==> config.mk <==
export PLATFORM = sky130hd
export DESIGN_NAME = mips_fetch_exec_unit
export DESIGN_NICKNAME = d
export VERILOG_FILES = /design/src/rtl/mips_fetch_exec_unit.sv
export SDC_FILE = /design/constraint.sdc
export NUM_CORES = 2
export LEC_CHECK = 0
export ABC_AREA = 1
export CORE_ASPECT_RATIO = 0.5
export CORE_MARGIN = 1
export CORE_UTILIZATION = 62
export CTS_CLUSTER_DIAMETER = 30
export CTS_CLUSTER_SIZE = 10
export DETAILED_ROUTE_END_ITERATION = 7
export PLACE_DENSITY_LB_ADDON = 0.12
export SLEW_MARGIN = 20
export SYNTH_ARGS = -nofsm -noshare
export SYNTH_HDL_FRONTEND = slang
export SYNTH_SLANG_ARGS = --single-unit
==> constraint.sdc <==
create_clock -name clk -period 7.8 [get_ports clk]
set_input_delay 1.17 -clock clk [delete_from_list [all_inputs] [get_ports clk]]
set_output_delay 1.17 -clock clk [all_outputs]
set_load 0.01 [all_outputs]
==> src/rtl/mips_fetch_exec_unit.sv <==
// mips_fetch_exec_unit: single-cycle MIPS fetch, decode and ALU with a loadable instruction ROM
module mips_fetch_exec_unit #(
  parameter int IMEM_DEPTH = 64
) (
  input  logic                          clk,
  input  logic                          rst,
  input  logic                          imem_we,
  input  logic [$clog2(IMEM_DEPTH)-1:0] imem_waddr,
  input  logic [31:0]                   imem_wdata,
  input  logic [31:0]                   rd1,
  input  logic [31:0]                   rd2,
  output logic [31:0]                   pc,
  output logic [31:0]                   instr,
  output logic [4:0]                    rs,
  output logic [4:0]                    rt,
  output logic [4:0]                    wreg,
  output logic [31:0]                   imm,
  output logic                          reg_write,
  output logic                          mem_to_reg,
  output logic                          mem_write,
  output logic                          alu_src,
  output logic                          reg_dst,
  output logic                          branch,
  output logic                          jump,
  output logic [2:0]                    alu_ctl,
  output logic [31:0]                   alu_result,
  output logic                          zf,
  output logic                          cf,
  output logic                          sf,
  output logic                          pf,
  output logic                          of
);
  localparam int AW = $clog2(IMEM_DEPTH);
  logic [31:0] r_mem [IMEM_DEPTH];
  logic [31:0] r_pc;
  logic [31:0] w_b, w_pcp4, w_npc;
  logic [32:0] w_sum, w_diff;
  logic        w_ov_add, w_ov_sub, w_lt;
  always_ff @(posedge clk)
    if (imem_we) r_mem[imem_waddr] <= imem_wdata;
  always_ff @(posedge clk or negedge rst)
    if (!rst) r_pc <= '0;
    else      r_pc <= w_npc;
  assign pc    = r_pc;
  assign instr = r_mem[r_pc[AW+1:2]];
  assign rs    = instr[25:21];
  assign rt    = instr[20:16];
  assign wreg  = reg_dst ? instr[15:11] : instr[20:16];
  assign imm   = {{16{instr[15]}}, instr[15:0]};
  always_comb begin
    {reg_write, mem_to_reg, mem_write, alu_src, reg_dst, branch, jump} = '0;
    alu_ctl = 3'b010;
    case (instr[31:26])
      6'b000000: begin
        {reg_write, reg_dst} = 2'b11;
        case (instr[5:0])
          6'b100000: alu_ctl = 3'b010;
          6'b100010: alu_ctl = 3'b110;
          6'b100100: alu_ctl = 3'b000;
          6'b100101: alu_ctl = 3'b001;
          6'b101010: alu_ctl = 3'b111;
          default:   {reg_write, reg_dst} = 2'b00;
        endcase
      end
      6'b100011: {reg_write, alu_src, mem_to_reg} = 3'b111;
      6'b101011: {mem_write, alu_src} = 2'b11;
      6'b000100: begin
        branch  = 1'b1;
        alu_ctl = 3'b110;
      end
      6'b001000: {reg_write, alu_src} = 2'b11;
      6'b000010: jump = 1'b1;
      default: ;
    endcase
  end
  // Unsigned borrow sits in w_diff[32]; signed less-than corrects the sign bit by overflow.
  assign w_b      = alu_src ? imm : rd2;
  assign w_sum    = {1'b0, rd1} + {1'b0, w_b};
  assign w_diff   = {1'b0, rd1} - {1'b0, w_b};
  assign w_ov_add = (rd1[31] == w_b[31]) && (w_sum[31] != rd1[31]);
  assign w_ov_sub = (rd1[31] != w_b[31]) && (w_diff[31] != rd1[31]);
  assign w_lt     = w_diff[31] ^ w_ov_sub;
  always_comb begin
    case (alu_ctl)
      3'b000:  alu_result = rd1 & w_b;
      3'b001:  alu_result = rd1 | w_b;
      3'b010:  alu_result = w_sum[31:0];
      3'b011:  alu_result = rd1 ^ w_b;
      3'b100:  alu_result = ~(rd1 | w_b);
      3'b101:  alu_result = rd1 << w_b[4:0];
      3'b110:  alu_result = w_diff[31:0];
      default: alu_result = {31'b0, w_lt};
    endcase
  end
  assign zf = (alu_result == 32'd0);
  assign sf = alu_result[31];
  assign pf = ~^alu_result[7:0];
  assign cf = (alu_ctl == 3'b010) ? w_sum[32] :
              (alu_ctl == 3'b110 || alu_ctl == 3'b111) ? w_diff[32] : 1'b0;
  assign of = (alu_ctl == 3'b010) ? w_ov_add :
              (alu_ctl == 3'b110 || alu_ctl == 3'b111) ? w_ov_sub : 1'b0;
  assign w_pcp4 = r_pc + 32'd4;
  assign w_npc  = jump          ? {w_pcp4[31:28], instr[25:0], 2'b00} :
                  (branch && zf) ? w_pcp4 + {imm[29:0], 2'b00} : w_pcp4;
endmodule

# Word-level counts from Yosys, hierarchy flattened
# Memories as Yosys holds them, arrays and structs flattened.
# Cells that the tools add are included.
# W data, S select, Z words.
[op_classes]
muxes = 21
n_shift = 1
n_addsub = 4
bitwise_logic = 5
n_reduce_logical = 11
eq_ne = 21
[op_table]
columns = ["cell", "n"]
rows = [
  ["$pmux W32 S7", 1],
  ["$mux W32", 3],
  ["$eq A6 B6 Y1 const B", 7],
  ["$add A32 B32 Y33", 1],
  ["$sub A32 B32 Y33", 1],
  ["$add A32 B3 Y32 const B", 1],
  ["$add A32 B32 Y32", 1],
  ["$and A32 B32 Y32", 1],
  ["$logic_not A32 Y1", 1],
  ["$not A32 Y32", 1],
  ["$or A32 B32 Y32", 1],
  ["$shl A32 B5 Y32", 1],
  ["$xor A32 B32 Y32", 1],
  ["$mux W1", 13],
  ["$eq A3 B3 Y1 const B", 4],
  ["$pmux W3 S4", 1],
  ["$reduce_xnor A8 Y1", 1],
  ["$eq A3 B2 Y1 const B", 2],
  ["$eq A6 B2 Y1 const B", 1],
  ["$eq A6 B3 Y1 const B", 1],
  ["$eq A6 B4 Y1 const B", 1],
  ["$logic_not A6 Y1", 1],
  ["$pmux W3 S2", 1],
  ["$mux W5", 1],
  ["other kinds (11)", 15],
]
[word_totals]
mem_bits_rw = 2048
out_inout_bits = 158
inputBits = 105
mem_count = 1
ff_bits = 32
[mem_list]
columns = ["memory", "words", "word_bits", "rd", "rd_ports_with_merged_regs", "wr", "line", "text"]
rows = [
  ["r_mem", 64, 32, 1, 0, 1, "34", "logic [31:0] r_mem [IMEM_DEPTH];"],
]

# Logic depth before layout (Yosys ltp)
# An unclocked memory read counts as a cell.
[logic_depth]
word_depth = 14
mapped_depth = 53
depth_no_buf = 47

# Worst setup path before layout
# OpenSTA, ideal clock, no wires.
[synth_path]
kind = "register -> output"
start = "register r_pc[2], in the netlist pc[2]"
end = "output port zf"
stages_incl_launch_ff = 41
path_slack_ns = 0.118
t_arrival_ns = 6.512
t_required_ns = 6.630
path_cell_list = "dfrtp_1 -> buf_4 -> inv_4 -> buf_4 -> buf_6 -> buf_2 -> buf_4 -> clkbuf_1 -> clkbuf_1 -> clkbuf_1 -> clkbuf_1 -> nor2_1 -> o22ai_1 -> nand2_1 -> nand3_1 -> a31oi_1 -> a311oi_1 -> nand2_1 -> [... 5 more ...] -> inv_1 -> nor2_1 -> inv_1 -> nor2_1 -> a21oi_1 -> nand2_1 -> nand2_1 -> nand2_1 -> nand4_1 -> o311ai_0 -> fa_1 -> nand2_1 -> nand2_1 -> nor2_2 -> inv_2 -> nor3_1 -> nand3_1 -> nor4_1"
[synth_lines]
columns = ["item", "line", "text"]
rows = [
  ["from (decl)", "35", "logic [31:0] r_pc;"],
  ["from (signal assigned)", "43", "else r_pc <= w_npc;"],
  ["$mem_v2 Z64 W32 (*)", "--", ""],
  ["net imm[7]", "17", "output logic [31:0] imm,"],
  ["$mux W32 (*)", "77", "assign w_b = alu_src ? imm : rd2;"],
  ["$sub A32 B32 Y33 or $add A32 B32 Y33 (tied branches)", "79, 78", ""],
  ["$pmux W32 S7 (*)", "84", "case (alu_ctl)"],
  ["net sf", "29", "output logic sf,"],
  ["$logic_not A32 Y1 (*)", "95", "assign zf = (alu_result == 32'd0);"],
  ["to (decl)", "27", "output logic zf,"],
]
# Mark *: on every way through the listed nets, which the timed path passes. The rest lies on a longest branch.

# Worst setup path after layout
[layout_path]
start = "register r_pc[2], in the netlist pc[2]"
end = "output port zf"
[layout_between]
elab_chain_cells = 11
[layout_rtl]
columns = ["item", "line", "text"]
rows = [
  ["$mem_v2 Z64 W32 (*)", "--", ""],
  ["$eq A6 B4 Y1 or $eq A6 B6 Y1 (tied branches)", "53", "case (instr[31:26])"],
  ["$reduce_or A3 Y1 (no source line)", "--", ""],
  ["$mux W1", "53", ""],
  ["$mux W32", "77", ""],
  ["$sub A32 B32 Y33", "79", "assign w_diff = {1'b0, rd1} - {1'b0, w_b};"],
  ["$ne A1 B1 Y1", "81", "assign w_ov_sub = (rd1[31] != w_b[31]) && (w_diff[31] != rd1[31]);"],
  ["$logic_and A1 B1 Y1", "81", ""],
  ["$xor A1 B1 Y1", "82", "assign w_lt = w_diff[31] ^ w_ov_sub;"],
  ["$pmux W32 S7 (*)", "84", ""],
  ["$logic_not A32 Y1 (*)", "95", ""],
]
# Every way passes the cells marked *; elsewhere a longest branch is shown, timed or not.

==> metrics.csv <==
stage,metric,value,unit
clock_network,Max clock buf depth,4,
yosys,"Async S/R FF share, synth",1.444,%
hold_path,HP Start,pc[31],
clock_network,CTS Buf Count,247,
hold_path,worst min-delay path category,register to register,
timing,Tmin final,8130,ps
yosys,Synth Register Bits,2078,
floorplan,Die W,542.9,µm
routing,"antenna viol nets, final",0,
routing,TritonRoute pass-1 iters,8,
timing,Worst slew margin,15.92,%
outcome,failing checks,negative setup slack,
clock_network,TritonCTS Sinks,2078,
yosys,Yosys top cell by area,edfxtp_1,
place,IO Port Bufs,260,
yosys,Post-synth EDFFs,2048,
setup_path,reg2reg end,pc[3],
timing,Final WS setup,-330.0,ps
yosys,Synth Instances,7869,
yosys,Mapped Area,0.09068,mm²
global_routing,largest net degree at the start of global routing,80,
floorplan,Site Rows,98,
global_routing,total congestion overflow,0,
place,Post-Place Worst Slack,-618.4,ps
timing,Slew @ Worst Pin,1251,ps
clock_network,CTS Hold Buffers Added,0,
setup_path,crit end category,primary output,
place,placed inst area,0.09927,mm²
setup_path,crit path from,pc[2],
power_and_ir_drop,power density cells,438.7,mW/mm²
global_routing,initial antenna violation count,5,
setup_path,"slowest stage cell, crit path",dfrtp_4,
setup_path,"slowest stage delay, CP",570,ps
yosys,count of cell types in the netlist,67,
floorplan,die area,0.1479,mm²
timing,Final Hold Fails,0,
layout,Area growth syn-to-layout,20.49,%
job,maxcap violations,0,
clock_network,Worst-Skew Late Latency,900,ps
place,post-DP HPWL,171800,µm
setup_path,Critical Path RT,6630,ps
routing,vias,69120,
yosys,Ys Warns,0,
clock_network,Worst-path clk slew,60,ps
timing,final worst path period share,104.2,%
yosys,top-area cell type share of the netlist area,67.82,%
clock_network,Root Driver,clkbuf_16,
setup_path,R2R depth,53,
layout,Final nets,8826,
power_and_ir_drop,cell leakage power,39.41,nW
timing,RSZ-0062 raised after global routing,true,
timing,setup violators final,4,
setup_path,Critical path destination,zf,
global_routing,vias in the first global route,64220,
routing,Via density,6.512,
setup_path,WP data arrival,6960,ps
setup_path,Most common cell on crit path,nand2_1,
routing,# DRC,0,
routing,drt first-iter violations,11950,
outcome,status,"finished, violations left",
yosys,Mean Syn Cell Area,11.52,µm²
floorplan,Die Y,272.4,µm
floorplan,Starting Density,62.99,%
timing,"Slew Viols, Final",0,
power_and_ir_drop,peak supply drop,393.8,µV
clock_network,TritonCTS clock tree,yes,
floorplan,Core ar.,0.1440,mm²
layout,"commonest non-fill, non-tap cell in the layout",edfxtp_1,
setup_path,crit path launch type,register,
setup_path,crit path max fanout,12,
clock_network,H-tree Lvls,4,
setup_path,R2R Setup Slk,910,ps
place,GPL Wtd Cong,0.9953,
setup_path,critical setup path kind,register to primary output,
yosys,Area contributors post-synth,"edfxtp_1 68%, nor2_1 5.1%, o21ai_0 5.0%, nand2_1 4.0%, nand3_1 2.4%",
layout,share of cells above drive strength 1,16.33,%
yosys,"Top FF cell, synth",edfxtp_1,
setup_path,FF-to-FF Start,pc[2],
floorplan,# IOs,263,
layout,Final Cell Area,0.1093,mm²
routing,final wirelength,297700,µm
yosys,sequential-to-total area share from yosys stat,68.65,%
routing,Routed WL per cell,28.05,µm
timing,Setup Skew,102.1,ps
layout,most frequent cells in the layout,"2048 x edfxtp_1, 1144 x nor2_1, 918 x nand2_1",
layout,fin cells,10610,
global_routing,first-pass GRT wire length,419100,µm
global_routing,Total GRT Usage,38.84,%
timing,FMAX,0.1230,GHz
place,placed cells,10190,
## worst min-delay path by stage
stage	depth (start not counted)	endpoint	slack, ps
after floorplan	3	pc[28]	650
after global placement	2	pc[31]	620
after detailed placement	2	pc[31]	610
after CTS	2	pc[31]	620
after global routing	2	pc[31]	650
final	2	pc[31]	620
## cell families after synthesis
logic type	synth area share, %
compound gates	11.34
xor+xnor	0.7437
other cells	0.004135
buf+inv	4.796
flops	68.65
mux	0.04967
simple gates	12.61
fa+ha+maj	1.805
## stage by stage
| stage | total power (W) | hold slack, ps | utilization, % | TNS [ps] |
|---|---|---|---|---|
| global placement | 0.03474 | 617.6 | 68.94 | -794.1 |
| detailed placement | 0.03497 | 611.9 | 68.96 | -1026 |
| finish | 0.04794 | 621.2 | 75.90 | -580.1 |
| floorplan | 0.02498 | 645.5 | - | 0 |
| CTS | 0.04575 | 622.5 | 74.48 | -405.3 |
| global route | 0.04981 | 651.1 | 75.90 | -3261 |
## metal layers
metal	wire length [µm]	part of all wire [%]	vias up	global-route usage, %
met4	12750	4.3	2	15.47
li1	-	-	29590	-
met3	45740	15	805	10.14
met5	23	0.0077	-	0
met2	128300	43	5514	56.31
met1	110900	37	33210	56.39
## critical path: cells and delay by family, from the launching register on
| kind | cells | cell delay (ps) |
|---|---|---|
| DFF | 1 | 570 |
| buffers and inverters | 13 | 1520 |
| and+or+nand+nor | 25 | 2770 |
| AOI/OAI and AO/OA | 4 | 510 |
| adders and majority gates | 3 | 720 |
## timing repair
item / in CTS / in global routing
resized for setup: 166 / 308
cloned: 17 / 25
setup buffers: 28 / 32
setup endpoints to repair: 28 / 28
pin swaps: 29 / 110
## power breakdown
part / internal, W / switching [W] / total [W]
clock network: 0.00573 / 0.00424 / 0.00998
logic: 0.0101 / 0.0153 / 0.0254
registers: 0.0124 / 0.000153 / 0.0126
total: 0.0282 / 0.0197 / 0.0479
## cell type report
class / count / area (µm²)
Timing Repair Buffer: 992 / 10150
Fill cell: 9063 / 34690
Clock buffer: 283 / 6379
Tap cell: 1950 / 2440
Sequential cell: 2078 / 62260
Clock inverter: 35 / 285.3
Timing Repair inverter: 2 / 20.02
Antenna cell: 3 / 7.507
Multi-Input combinational cell: 4784 / 25840
Inverter: 487 / 1876
## Yosys cell counts, drive strengths merged (2+ instances only)
cell	count
o31ai	5
a21o	2
ha	126
a21boi	5
edfxtp	2048
nand3b	3
or2	10
a31oi	39
nor3	31
o21a	9
nor2	1253
inv	485
a21oi	197
nand2	980
clkinv	2
o311a	2
mux2	4
nor3b	4
clkbuf	325
a32o	3
a221o	12
fa	3
a211oi	6
o211ai	72
o311ai	2
o22ai	257
xnor2	17
a22o	2
o21ai	1013
nand3	440
a221oi	4
o221ai	145
dfrtp	30
nand4	49
xor2	60
o21bai	4
and3	3
buf	196
o2111ai	2
nor4	15
## registers in the layout, indices dropped and copies added (netlist names)
name,count
pc,30
r_mem,2048
Power figures use the tool's default switching activity.
